[src/rtl/lifo_pkg.sv]
// Shared widths and drain state encoding for the LIFO read-side client.
package lifo_pkg;

    localparam int LIFO_WIDTH = 16;
    localparam int LIFO_DEPTH = 16;
    localparam int LIFO_CNT_W = 5;

    typedef enum logic [1:0] {
        IDLE,
        DRAIN,
        FLUSH,
        DONE
    } drain_state_t;

endpackage

[src/rtl/lifo_out_buf.sv]
// Two-entry {data, last} FIFO that absorbs popped words while the consumer stalls.
module lifo_out_buf
    import lifo_pkg::*;
#(
    parameter int WIDTH = LIFO_WIDTH
) (
    input  logic             clk,
    input  logic             rst_n,
    input  logic             in_valid,
    output logic             in_ready,
    input  logic [WIDTH-1:0] in_data,
    input  logic             in_last,
    output logic             out_valid,
    input  logic             out_ready,
    output logic [WIDTH-1:0] out_data,
    output logic             out_last,
    output logic [1:0]       occupancy
);

    logic [WIDTH-1:0] data0_q, data0_d, data1_q, data1_d;
    logic             last0_q, last0_d, last1_q, last1_d;
    logic             wr_ptr_q, wr_ptr_d, rd_ptr_q, rd_ptr_d;
    logic [1:0]       count_q, count_d;
    logic             push, pop;

    assign in_ready  = (count_q != 2'd2);
    assign out_valid = (count_q != 2'd0);
    assign push      = in_valid && in_ready;
    assign pop       = out_valid && out_ready;
    assign occupancy = count_q;
    assign out_data  = rd_ptr_q ? data1_q : data0_q;
    // Stale last bit of a drained entry must not leak out while idle.
    assign out_last  = out_valid && (rd_ptr_q ? last1_q : last0_q);

    always_comb begin
        data0_d  = data0_q;
        data1_d  = data1_q;
        last0_d  = last0_q;
        last1_d  = last1_q;
        wr_ptr_d = wr_ptr_q;
        rd_ptr_d = rd_ptr_q;
        if (push) begin
            if (wr_ptr_q) begin
                data1_d = in_data;
                last1_d = in_last;
            end else begin
                data0_d = in_data;
                last0_d = in_last;
            end
            wr_ptr_d = !wr_ptr_q;
        end
        if (pop) begin
            rd_ptr_d = !rd_ptr_q;
        end
        count_d = count_q + {1'b0, push} - {1'b0, pop};
    end

    always_ff @(posedge clk or negedge rst_n) begin
        if (!rst_n) begin
            data0_q  <= '0;
            data1_q  <= '0;
            last0_q  <= 1'b0;
            last1_q  <= 1'b0;
            wr_ptr_q <= 1'b0;
            rd_ptr_q <= 1'b0;
            count_q  <= 2'd0;
        end else begin
            data0_q  <= data0_d;
            data1_q  <= data1_d;
            last0_q  <= last0_d;
            last1_q  <= last1_d;
            wr_ptr_q <= wr_ptr_d;
            rd_ptr_q <= rd_ptr_d;
            count_q  <= count_d;
        end
    end

endmodule

[src/rtl/lifo_drain_reader.sv]
// Pops N words from the LIFO and streams them out top-first with a last flag.
//   state | meaning
//   IDLE  | ready for a drain command
//   DRAIN | issuing pops, capturing registered pop data
//   FLUSH | no more pops; waiting for the buffer to empty
//   DONE  | one-cycle completion pulse with count and short flag
module lifo_drain_reader
    import lifo_pkg::*;
#(
    parameter int WIDTH   = LIFO_WIDTH,
    parameter int MAX_CNT = LIFO_DEPTH,
    parameter int CNT_W   = LIFO_CNT_W
) (
    input  logic             clk,
    input  logic             rst,
    input  logic             cmd_valid,
    output logic             cmd_ready,
    input  logic [CNT_W-1:0] cmd_count,
    output logic             lifo_pop,
    input  logic             lifo_empty,
    input  logic [WIDTH-1:0] lifo_data,
    output logic             m_valid,
    input  logic             m_ready,
    output logic [WIDTH-1:0] m_data,
    output logic             m_last,
    output logic             done,
    output logic [CNT_W-1:0] done_count,
    output logic             done_short
);

    localparam logic [CNT_W-1:0] MAX_N = CNT_W'(MAX_CNT);
    localparam logic [CNT_W-1:0] ONE   = CNT_W'(1);

    drain_state_t     state_q, state_d;
    logic [CNT_W-1:0] remaining_q, remaining_d;
    logic [CNT_W-1:0] delivered_q, delivered_d;
    logic [CNT_W-1:0] done_count_q, done_count_d;
    logic             short_q, short_d;
    logic             inflight_q, inflight_d;
    logic             cmd_ready_q, cmd_ready_d;
    logic             done_q, done_d;
    logic             done_short_q, done_short_d;

    logic [1:0]       buf_occ, occ_after;
    logic             buf_in_ready, buf_wr, buf_wr_last, deq, pop;
    logic [CNT_W-1:0] req_count;

    assign req_count = (cmd_count > MAX_N) ? MAX_N : cmd_count;
    assign deq       = m_valid && m_ready;
    assign occ_after = buf_occ - {1'b0, deq};
    // Reserve a buffer slot for every pop so a stalled consumer never loses data.
    assign pop = (state_q == DRAIN) && (remaining_q != '0) && !lifo_empty
               && ((occ_after + {1'b0, inflight_q}) < 2'd2);
    assign buf_wr = inflight_q && buf_in_ready;
    // lifo_empty already shows the post-pop pointer when the data is captured.
    assign buf_wr_last = (remaining_q == '0) || lifo_empty;

    lifo_out_buf #(.WIDTH(WIDTH)) u_out_buf (
        .clk       (clk),
        .rst_n     (rst),
        .in_valid  (buf_wr),
        .in_ready  (buf_in_ready),
        .in_data   (lifo_data),
        .in_last   (buf_wr_last),
        .out_valid (m_valid),
        .out_ready (m_ready),
        .out_data  (m_data),
        .out_last  (m_last),
        .occupancy (buf_occ)
    );

    always_comb begin
        state_d      = state_q;
        remaining_d  = remaining_q;
        delivered_d  = delivered_q + {{(CNT_W-1){1'b0}}, deq};
        short_d      = short_q;
        inflight_d   = pop;
        cmd_ready_d  = cmd_ready_q;
        done_d       = 1'b0;
        done_count_d = done_count_q;
        done_short_d = done_short_q;
        if (pop) begin
            remaining_d = remaining_q - ONE;
        end
        unique case (state_q)
            IDLE: begin
                if (cmd_valid) begin
                    remaining_d = req_count;
                    delivered_d = '0;
                    short_d     = 1'b0;
                    cmd_ready_d = 1'b0;
                    if (req_count == '0) begin
                        state_d      = DONE;
                        done_d       = 1'b1;
                        done_count_d = '0;
                        done_short_d = 1'b0;
                    end else begin
                        state_d = DRAIN;
                    end
                end
            end
            DRAIN: begin
                if ((remaining_q != '0) && lifo_empty && !inflight_q) begin
                    short_d = 1'b1;
                    state_d = FLUSH;
                end else if ((remaining_q == '0) && !inflight_q) begin
                    state_d = FLUSH;
                end
            end
            FLUSH: begin
                if ((buf_occ == 2'd0) && !inflight_q) begin
                    state_d      = DONE;
                    done_d       = 1'b1;
                    done_count_d = delivered_q;
                    done_short_d = short_q;
                end
            end
            DONE: begin
                state_d     = IDLE;
                cmd_ready_d = 1'b1;
            end
            default: state_d = IDLE;
        endcase
    end

    always_ff @(posedge clk or negedge rst) begin
        if (!rst) begin
            state_q      <= IDLE;
            remaining_q  <= '0;
            delivered_q  <= '0;
            short_q      <= 1'b0;
            inflight_q   <= 1'b0;
            cmd_ready_q  <= 1'b1;
            done_q       <= 1'b0;
            done_count_q <= '0;
            done_short_q <= 1'b0;
        end else begin
            state_q      <= state_d;
            remaining_q  <= remaining_d;
            delivered_q  <= delivered_d;
            short_q      <= short_d;
            inflight_q   <= inflight_d;
            cmd_ready_q  <= cmd_ready_d;
            done_q       <= done_d;
            done_count_q <= done_count_d;
            done_short_q <= done_short_d;
        end
    end

    assign cmd_ready  = cmd_ready_q;
    assign lifo_pop   = pop;
    assign done       = done_q;
    assign done_count = done_count_q;
    assign done_short = done_short_q;

endmodule

[config.mk]
export PLATFORM = sky130hd
export DESIGN_NAME = lifo_drain_reader
export DESIGN_NICKNAME = d
export VERILOG_FILES = /design/src/rtl/lifo_pkg.sv /design/src/rtl/lifo_out_buf.sv /design/src/rtl/lifo_drain_reader.sv
export SDC_FILE = /design/constraint.sdc
export NUM_CORES = 1
export LEC_CHECK = 0
export BUFFER_PORTS_ARGS = -buffer_cell sky130_fd_sc_hd__buf_2
export CAP_MARGIN = 30
export CORE_MARGIN = 2
export CORE_UTILIZATION = 56
export CTS_CLUSTER_DIAMETER = 50
export DETAILED_ROUTE_END_ITERATION = 10
export PLACE_DENSITY = 0.82
export SLEW_MARGIN = 20
export SYNTH_ARGS = -nofsm -noshare
export SYNTH_HDL_FRONTEND = slang
export SYNTH_HIERARCHICAL = 1
export SYNTH_SLANG_ARGS = --single-unit
[constraint.sdc]
create_clock -name clk -period 3.1 [get_ports clk]
set_clock_uncertainty 0.2 [all_clocks]
set_input_delay 0.155 -clock clk [delete_from_list [all_inputs] [get_ports clk]]
set_output_delay 0.155 -clock clk [all_outputs]
set_load 0.03 [all_outputs]
==> results of run 1 <==
[registers in the layout, summed over array words and instances (netlist names), 2 cells and up]
signal / flops
u_out_buf/data1_q: 16
done_count: 5
u_out_buf/occupancy: 2
remaining_q: 5
state_q: 2
delivered_q: 5
u_out_buf/data0_q: 16
[worst paths after layout]
kind	from	end	slack (ps)
worst max-delay path	u_out_buf/occupancy[1]	lifo_pop	250
worst min-delay path	lifo_empty	remaining_q[0]	40
worst max register to register	u_out_buf/occupancy[1]	remaining_q[1]	560
worst min register to register	cmd_ready	cmd_ready	300
max in group asynchronous	rst	u_out_buf/data0_q[7]	1830
min in group asynchronous	rst	remaining_q[3]	200
[layer usage]
layer	GRT usage, %	share of wire [%]	vias up
met3	5.93	4.2	8
met1	27.9	43	1064
met5	0	0	-
met4	10.0	1.5	0
li1	-	-	1032
met2	37.1	51	54
[cell usage after synthesis, types with 2 or more instances]
cell type / instances
a21oi_1: 9
a31oi_1: 4
and2_1: 4
buf_2: 2
clkbuf_1: 3
dfrtp_1: 59
ha_1: 9
inv_1: 21
inv_2: 2
mux2_2: 41
mux2_4: 9
mux2i_1: 10
nand2_1: 12
nand2b_1: 2
nand3_1: 3
nor2_1: 7
nor2b_1: 2
nor3_1: 6
o2111ai_1: 2
o21ai_0: 4
o22ai_1: 2
o31ai_1: 2
xnor2_1: 4
xor2_1: 3
[kinds of logic after synthesis]
logic type	after synthesis	share of synthesized area, %
compound gates	31	7.02
xor+xnor	8	2.56
fa+ha+maj	9	3.72
buf+inv	31	4.59
flops	60	49.6
mux	61	23.4
simple gates	47	9.09
[area by class of cell]
type | count | area (sq um) | share of cell area, %
clock inverters | 6 | 86.3 | 2.27
repair buffers | 79 | 523 | 13.7
inverters | 23 | 86.3 | 2.27
well taps | 70 | 87.6 | 2.30
multi-input cells | 156 | 1390 | 36.4
clock buffers | 10 | 138 | 3.61
flip-flops and latches | 60 | 1500 | 39.4
[critical path, cell delays in order (launching register included)]
cell and delay [ps]:
dfrtp_1 480, nor2_1 170, inv_1 70, and2_1 180
ha_1 270, nor2b_1 270, xor2_1 400, nor3_1 110
buf_2 200
[metrics by stage]
step | util (%) | setup WS (ps) | std cells
final | 73.7 | 250 | 404
after detailed placement | 64.7 | 586 | 364
after floorplan | - | 316 | 247
after global placement | 64.7 | 661 | 364
after CTS | 73.7 | 218 | 404
after global routing | 73.7 | 28.1 | 404
[report_power, final]
group	internal (mW)	switching, mW	leakage (nW)
clock	0.474	0.310	0.113
combinational	0.856	1.10	0.925
sequential	1.15	0.299	0.736
==> results.yml, run 1 <==
timing:
  holdWs_ps: 36.3
  hold_violations: 0
  period_needed_ps: 2850
  finalSetupViolations: 0
  slew_viol_final: 0
  setup_tns_ps: 0
  slew_headroom_pct: 45.3
  worst_pin_slew_ps: 820
  finalCritPeriodShare_pct: 91.9
  max_freq_ghz: 0.351
  rsz0062_at_grt: "no"
clocking:
  post_cts_buffers: 0
  clockRootBuffer: "clkbuf_8"
  postCtsHoldBufs: 24
  cts.htree.levels: 3
  cts_buffers: 9
  clock_latency_ps: 340
  cts_buffer_depth: 2
  cts_sinks: 60
  cts_tree: "yes"
  clk_pin_slew_ps: 60
  ctsResizeCount: 0
global_route:
  overflow: 0
  grt_max_degree: 33
  grt_pass1_wl_mm: 10.3
  antenna_found_initial: 0
  grt_pass1_vias: 2219
  track_usage_pct: 22.5
finish:
  stdcell_area_sq_um: 3810
  final_common_cell: "dfrtp_1"
  diodes: 0
  nets: 364
  area_growth_pct: 25.8
  nFillCells: 335
  most-common-layout-cells: "dfrtp_1 (59), buf_2 (52), mux2_2 (41)"
  drive_above_1_share_pct: 40.1
run_status:
  outcome: "finished, final reports clean"
yosys:
  synthFlopType: "dfrtp_1"
  syn_area_per_cell_sq_um: 12.3
  ys_ff_latch: 60
  yosysWarningCount: 6
  synth-seq-area-share_pct: 49.6
  synth_edf_count: 0
  synthesis.area_sq_um: 3030
  syn_inst: 247
  async_reset_ff_share_pct: 100
  ys_top_cells_by_area: "dfrtp_1 (49%), mux2_2 (15%), mux2_4 (4.5%)"
  synth_top_area_share_pct: 48.8
  yosys.area.top_type: "dfrtp_1"
  synthesis.nets: 282
  ys_types: 49
route:
  routed_wl_mm: 6.17
  vias: 2158
  vias_per_cell: 5.34
  ant_nets: 0
  routedWlPerCell_microns: 15.3
  drtIter0Drc: 127
  drtPass1Iterations: 4
  drc: 0
placement:
  placed_cell_area_sq_um: 3350
  numPortBuffers: 52
  hpwl_mm: 4.09
  gp_congestion: 0.801
floorplan:
  initial_core_util_pct: 58.5
  fp.dieArea_sq_um: 6010
  core_sq_um: 5170
  die_x_microns: 77.5
  rows: 26
  ios: 53
  die_h_microns: 77.5
setup_path:
  critPathLaunchType: "flip-flop"
  critPathMaxFanout: 8
  ff2ff_path_depth: 8
  cp.arrival_ps: 2500
  critical_path_class: "reg -> out"
  worst_setup_path_end_kind: "output pin"
  critPathRequiredTime_ps: 2740
worst_hold_path:
  min_path_cells: 4
  hold_class: "in -> reg"
power_and_ir_drop:
  p_leak_nw: 1.77
  power_density_nw_per_um2: 1100
  vdd_drop_max_mv: 0.639
  total_power_mw: 4.19
flow_run:
  drv_cap: 0
(Power assumes the default switching activity.)
==> run 2: changes to the inputs <==
--- a/config.mk
+++ b/config.mk
@@ -8,12 +8,11 @@
 export BUFFER_PORTS_ARGS = -buffer_cell sky130_fd_sc_hd__buf_2
 export CAP_MARGIN = 30
 export CORE_MARGIN = 2
-export CORE_UTILIZATION = 56
+export CORE_UTILIZATION = 55
 export CTS_CLUSTER_DIAMETER = 50
 export DETAILED_ROUTE_END_ITERATION = 10
-export PLACE_DENSITY = 0.82
+export PLACE_DENSITY = 0.81
 export SLEW_MARGIN = 20
 export SYNTH_ARGS = -nofsm -noshare
 export SYNTH_HDL_FRONTEND = slang
-export SYNTH_HIERARCHICAL = 1
 export SYNTH_SLANG_ARGS = --single-unit
==> run 2 against run 1 <==
Net effect:
- clock-buffer cell count rose by 4
- synthesized cell count fell by 2.8%
- non-clock buffer count rose by 1
- die area fell by 1.7%
- critical path type unchanged
- utilization fell by 2.0 points
- via count rose by 0.56%
- largest cell class unchanged
- final area fell by 3.9%
- cell count fell by 2.0%
- power fell by 7.1%
- flip-flop and latch count did not move
==> results.yml, run 2 <==
floorplan:
  rows: 26
  fp.dieArea_sq_um: 5910
  die_h_microns: 76.9
  initial_core_util_pct: 57.2
  die_x_microns: 76.9
  core_sq_um: 5110
  ios: 53
clocking:
  cts.htree.levels: 3
  cts_buffers: 9
  clock_latency_ps: 330
  cts_sinks: 60
  clk_pin_slew_ps: 60
  post_cts_buffers: 0
  clockRootBuffer: "clkbuf_8"
  cts_buffer_depth: 2
  cts_tree: "yes"
global_route:
  track_usage_pct: 22.4
  antenna_found_initial: 0
  grt_pass1_wl_mm: 10.4
  grt_pass1_vias: 2218
  grt_max_degree: 39
  overflow: 0
power_and_ir_drop:
  power_density_nw_per_um2: 1060
  vdd_drop_max_mv: 0.541
  p_leak_nw: 1.71
finish:
  drive_above_1_share_pct: 38.7
  final_common_cell: "dfrtp_1"
  most-common-layout-cells: "dfrtp_1 (59), buf_2 (52), mux2_2 (48)"
  post_layout_nonfiller_instances: 396
  area_growth_pct: 25.4
  reg_top3: "u_out_buf.data0_q (16), u_out_buf.data1_q (16)"
  diodes: 0
  nets: 357
yosys:
  synth_top_family_by_area: "multiplexers"
  synth_edf_count: 0
  ys_ff_latch: 60
  synthesis.area_sq_um: 2920
  yosys.area_share.xor_xnor_pct: 2.96
  synth.area.mux_share_pct: 20.6
  ys_top_cells_by_area: "dfrtp_1 (51%), mux2_2 (19%), ha_1 (3.9%)"
  synthesis.nets: 275
  yosysMostFrequentCell: "dfrtp_1"
  synth_top_area_share_pct: 50.6
  synthFlopType: "dfrtp_1"
  syn_area_per_cell_sq_um: 12.2
  synth_compound_area_share_pct: 8.44
  synth-seq-area-share_pct: 51.5
  yosysWarningCount: 0
  yosys.area.top_type: "dfrtp_1"
  ys_types: 47
  async_reset_ff_share_pct: 100
  synthAdderAreaFrac_pct: 3.86
  synth-simple-area-share_pct: 9.17
  syn_inst: 240
  ys_top_cells_by_count: "dfrtp_1 (59), mux2_2 (48), inv_1 (13), nand2_1 (12), nor2_1 (11)"
setup_path:
  critPathMaxFanout: 5
  critPathLaunchType: "flip-flop"
  worstPathCellList: "or2_2 > and2_1 > ha_1 > xnor2_2 > xor2_2 > nand2_1 > nor2_1 > buf_2"
  critPathRequiredTime_ps: 2740
  critical_path_class: "reg -> out"
  cp_slowest_cell: "dfrtp_1"
  cp.arrival_ps: 2590
  slowest_delay_ps: 460
  worst_setup_path_end_kind: "output pin"
placement:
  hpwl_mm: 4.03
  numPortBuffers: 52
  gp_congestion: 0.820
  placed_cells: 358
timing:
  hold_violations: 0
  setup_tns_ps: 0
  finalSetupViolations: 0
  slew_headroom_pct: 44.3
  rsz0062_at_grt: "no"
  finalCritPeriodShare_pct: 95.0
  slew_viol_final: 0
  worst_pin_slew_ps: 835
  max_freq_ghz: 0.340
  period_needed_ps: 2940
route:
  routed_wl_mm: 6.19
  vias: 2170
  drtIter0Drc: 122
  routedWlPerCell_microns: 15.6
  ant_nets: 0
  drc: 0
  vias_per_cell: 5.48
  drtPass1Iterations: 4
flow_run:
  drv_cap: 0
worst_hold_path:
  hold_class: "in -> reg"
run_status:
  outcome: "finished, final reports clean"
[run 2: cell count changes after synthesis, sizes merged, moves of 2 or more]
cell / previous run / this run
nor3: 7 / 3
or2: 0 / 2
o21ai: 4 / 14
mux2i: 10 / 6
mux2: 51 / 48
nor3b: 0 / 2
nor2b: 3 / 1
o211ai: 0 / 2
nand2b: 2 / 0
a21oi: 11 / 7
o2111ai: 2 / 0
nor2: 8 / 11
buf: 4 / 6
inv: 23 / 13
[run 2: cells by family (layout without fill, tap and decap cells)]
logic type      Yosys count  count (layout)
buf+inv                  22             108
fa+ha+maj                 9               9
compound gates           37              37
xor+xnor                  9               9
mux                      54              54
simple gates             49              49
flops                    60              60
[run 2: layout make-up]
| cell class | count | area, sq um |
|---|---|---|
| sequential | 60 | 1500 |
| fill | 338 | 1450 |
| multi-input combinational | 158 | 1320 |
| timing repair buffer | 80 | 528 |
| clock buffer | 14 | 163 |
| tap | 70 | 87.6 |
| inverter | 13 | 48.8 |
| clock inverter | 1 | 7.51 |
[run 2: final timing paths]
| kind | startpoint | to | slack, ps | cells after the start |
|---|---|---|---|---|
| setup reg to reg | u_out_buf.occupancy[1] | remaining_q[1] | 470 | 7 |
| setup / recovery | u_out_buf.occupancy[1] | lifo_pop | 160 | 8 |
| max in group asynchronous | rst | u_out_buf.data0_q[11] | 1740 | 3 |
| hold reg to reg | done_count[3] | done_count[3] | 290 | 2 |
| hold / removal | m_ready | u_out_buf.rd_ptr_q | 20 | 3 |
| min in group asynchronous | rst | remaining_q[2] | 260 | 2 |
[run 2: worst max-delay path: cells and delay by family, from the launching register on]
kind	cells	cell delay, ps
flops	1	460
buf+inv	1	210
simple gates	4	790
xor+xnor	2	570
fa+ha+maj	1	220
[run 2: layer usage]
layer / wire length (microns) / GRT usage [%]
met1: 2750 / 29.4
met2: 3090 / 35.4
met3: 280 / 5.88
met4: 70 / 9.45
met5: 0 / 0
[run 2: metrics by stage]
| stage | power [mW] | utilization [%] | setup slack, ps | hold slack (ps) | instance area [sq um] |
|---|---|---|---|---|---|
| after floorplan | 2.79 | - | 409 | -341 | 2920 |
| after global placement | 3.16 | 63.6 | 571 | 113 | 3250 |
| after detailed placement | 3.23 | 63.6 | 422 | 117 | 3250 |
| after CTS | 3.89 | 71.5 | 39.1 | 11.0 | 3650 |
| after global routing | 4.14 | 71.7 | 7.92 | 37.7 | 3660 |
| final | 3.89 | 71.7 | 155 | 20.7 | 3660 |
[run 2: power by group]
group	leakage (nW)	internal [mW]	switching, mW
combinational	0.893	0.799	1.06
sequential	0.729	1.14	0.275
clock	0.0828	0.330	0.282
total	1.71	2.27	1.62
[run 2: timing repair]
item,4_1_cts,5_1_grt
resized for setup,0,2
setup endpoints to repair,0,1
endpoints found under the hold margin,72,0
hold buffers,23,0
==> run 3: changes to the inputs <==
--- a/config.mk
+++ b/config.mk
@@ -11,6 +11,7 @@
 export CORE_UTILIZATION = 55
 export CTS_CLUSTER_DIAMETER = 50
 export DETAILED_ROUTE_END_ITERATION = 10
+export GPL_TIMING_DRIVEN = 0
 export PLACE_DENSITY = 0.81
 export SLEW_MARGIN = 20
 export SYNTH_ARGS = -nofsm -noshare
==> run 3 against run 2 <==
Net effect:
- final area up 1.3%
- clock-buffer cell count is 2 lower
- sequential power decreased by 4%
- largest cell class unchanged
- maximum frequency is 1.9% lower
- die area unchanged
==> results.yml, run 3 (synthesized netlist as in run 2, its figures left out) <==
run_status:
  outcome: "finished, final reports clean"
setup_path:
  critical_path_class: "reg -> out"
  critPathLaunchType: "flip-flop"
  worstPathCellList: "or2_2 > and2_1 > ha_1 > xnor2_2 > xor2_2 > nand2_1 > nor2_1 > buf_2"
  critPathMaxFanout: 5
  worst_setup_path_end_kind: "output pin"
  cp_num_buf_inv: 1
  critPathRequiredTime_ps: 2740
  path_delay_family: "simple AND/OR/NAND/NOR gates"
  cp_slowest_cell: "dfrtp_1"
  slowest_delay_ps: 470
  cp.arrival_ps: 2650
worst_hold_path:
  hold_class: "in -> reg"
global_route:
  antenna_found_initial: 0
  grt_max_degree: 61
  track_usage_pct: 22.5
  overflow: 0
  grt_pass1_wl_mm: 10.3
  grt_pass1_vias: 2166
finish:
  diodes: 0
  stdcell_area_sq_um: 3710
  nets: 360
  most-common-layout-cells: "dfrtp_1 (59), buf_2 (53), mux2_2 (48)"
  final_common_cell: "dfrtp_1"
  drive_above_1_share_pct: 38.5
  finalCoreUtilization_pct: 72.6
  area_growth_pct: 27.0
  reg_top3: "u_out_buf.data0_q (16), u_out_buf.data1_q (16)"
floorplan:
  core_sq_um: 5110
  die_x_microns: 76.9
  die_h_microns: 76.9
  ios: 53
  rows: 26
  fp.dieArea_sq_um: 5910
  initial_core_util_pct: 57.2
timing:
  setup_tns_ps: 0
  worst_pin_slew_ps: 763
  rsz0062_at_grt: "no"
  finalSetupViolations: 0
  max_freq_ghz: 0.333
  holdWs_ps: 38.3
  slew_headroom_pct: 48.8
  hold_violations: 0
  slew_viol_final: 0
  period_needed_ps: 3000
  finalCritPeriodShare_pct: 96.8
power_and_ir_drop:
  power_density_nw_per_um2: 1100
  vdd_drop_max_mv: 0.717
  p_leak_nw: 1.73
clocking:
  cts_buffer_depth: 2
  cts_buffers: 9
  cts_sinks: 60
  cts_tree: "yes"
  clock_latency_ps: 330
  clockRootBuffer: "clkbuf_8"
  clk_pin_slew_ps: 70
  cts.htree.levels: 3
placement:
  hpwl_mm: 3.89
  gp_congestion: 0.814
  placed_cell_area_sq_um: 3270
  numPortBuffers: 52
route:
  drtPass1Iterations: 6
  ant_nets: 0
  drc: 0
  drtIter0Drc: 93
  routed_wl_mm: 6.12
  vias: 2151
  routedWlPerCell_microns: 15.3
  vias_per_cell: 5.38
flow_run:
  drv_cap: 0
run 3: cell types whose count changed in the layout (fill, tap and decap cells not counted), sizes merged:
cell,delta
clkbuf,+1
dlygate4sd3,-1
clkinv,+2
buf,+1
clkinvlp,-1
bufinv,+2
run 3: worst paths after layout:
kind,start,to,slack [ps],cells after the start
max,u_out_buf.occupancy[1],lifo_pop,100,8
min,m_ready,u_out_buf.rd_ptr_q,40,3
max reg2reg,u_out_buf.occupancy[1],remaining_q[1],370,7
min reg2reg,done_count[2],done_count[2],300,2
max in group asynchronous,rst,inflight_q,1980,2
min in group asynchronous,rst,remaining_q[4],220,2
run 3: through the flow:
stage / total power, mW / setup slack (ps) / std cells
after floorplan: 2.79 / 409 / 240
after global placement: 3.18 / 462 / 362
after detailed placement: 3.26 / 447 / 362
after CTS: 4.04 / 48.1 / 400
after global routing: 4.32 / 12.8 / 400
final: 4.07 / 98.2 / 400
run 3: final cells by class:
cell class,instances,area (sq um)
inverter,13,48.8
sequential,60,1500
buffer,9,55.1
clock inverter,4,73.8
clock buffer,12,135
timing repair buffer,74,483
multi-input combinational,158,1320
fill,377,1400
tap,70,87.6
run 3: metal layers:
| metal | vias up | routed length (microns) | global-route usage [%] |
|---|---|---|---|
| met2 | 47 | 3130 | 36.8 |
| met4 | 0 | 75 | 8.73 |
| met1 | 1076 | 2700 | 29.3 |
| met5 | - | 0 | 0 |
| li1 | 1023 | - | - |
| met3 | 5 | 221 | 5.06 |
run 3: what timing repair did:
item,in CTS,in global routing
setup endpoints to repair,0,1
resized for setup,0,2
endpoints found under the hold margin,96,0
hold buffers,22,0
buffers inserted,0,0
run 3: worst reg2reg max path, stage by stage, from the launching register on:
cell and delay [ps]:
dfrtp_1 470, or2_2 340, and2_1 220, ha_1 230, xnor2_2 330, xnor2_1 240, or4_1 450, a31oi_1 180
run 3: power breakdown:
group	internal [mW]	switching, mW
clock	0.454	0.301
combinational	0.805	1.13
sequential	1.14	0.232
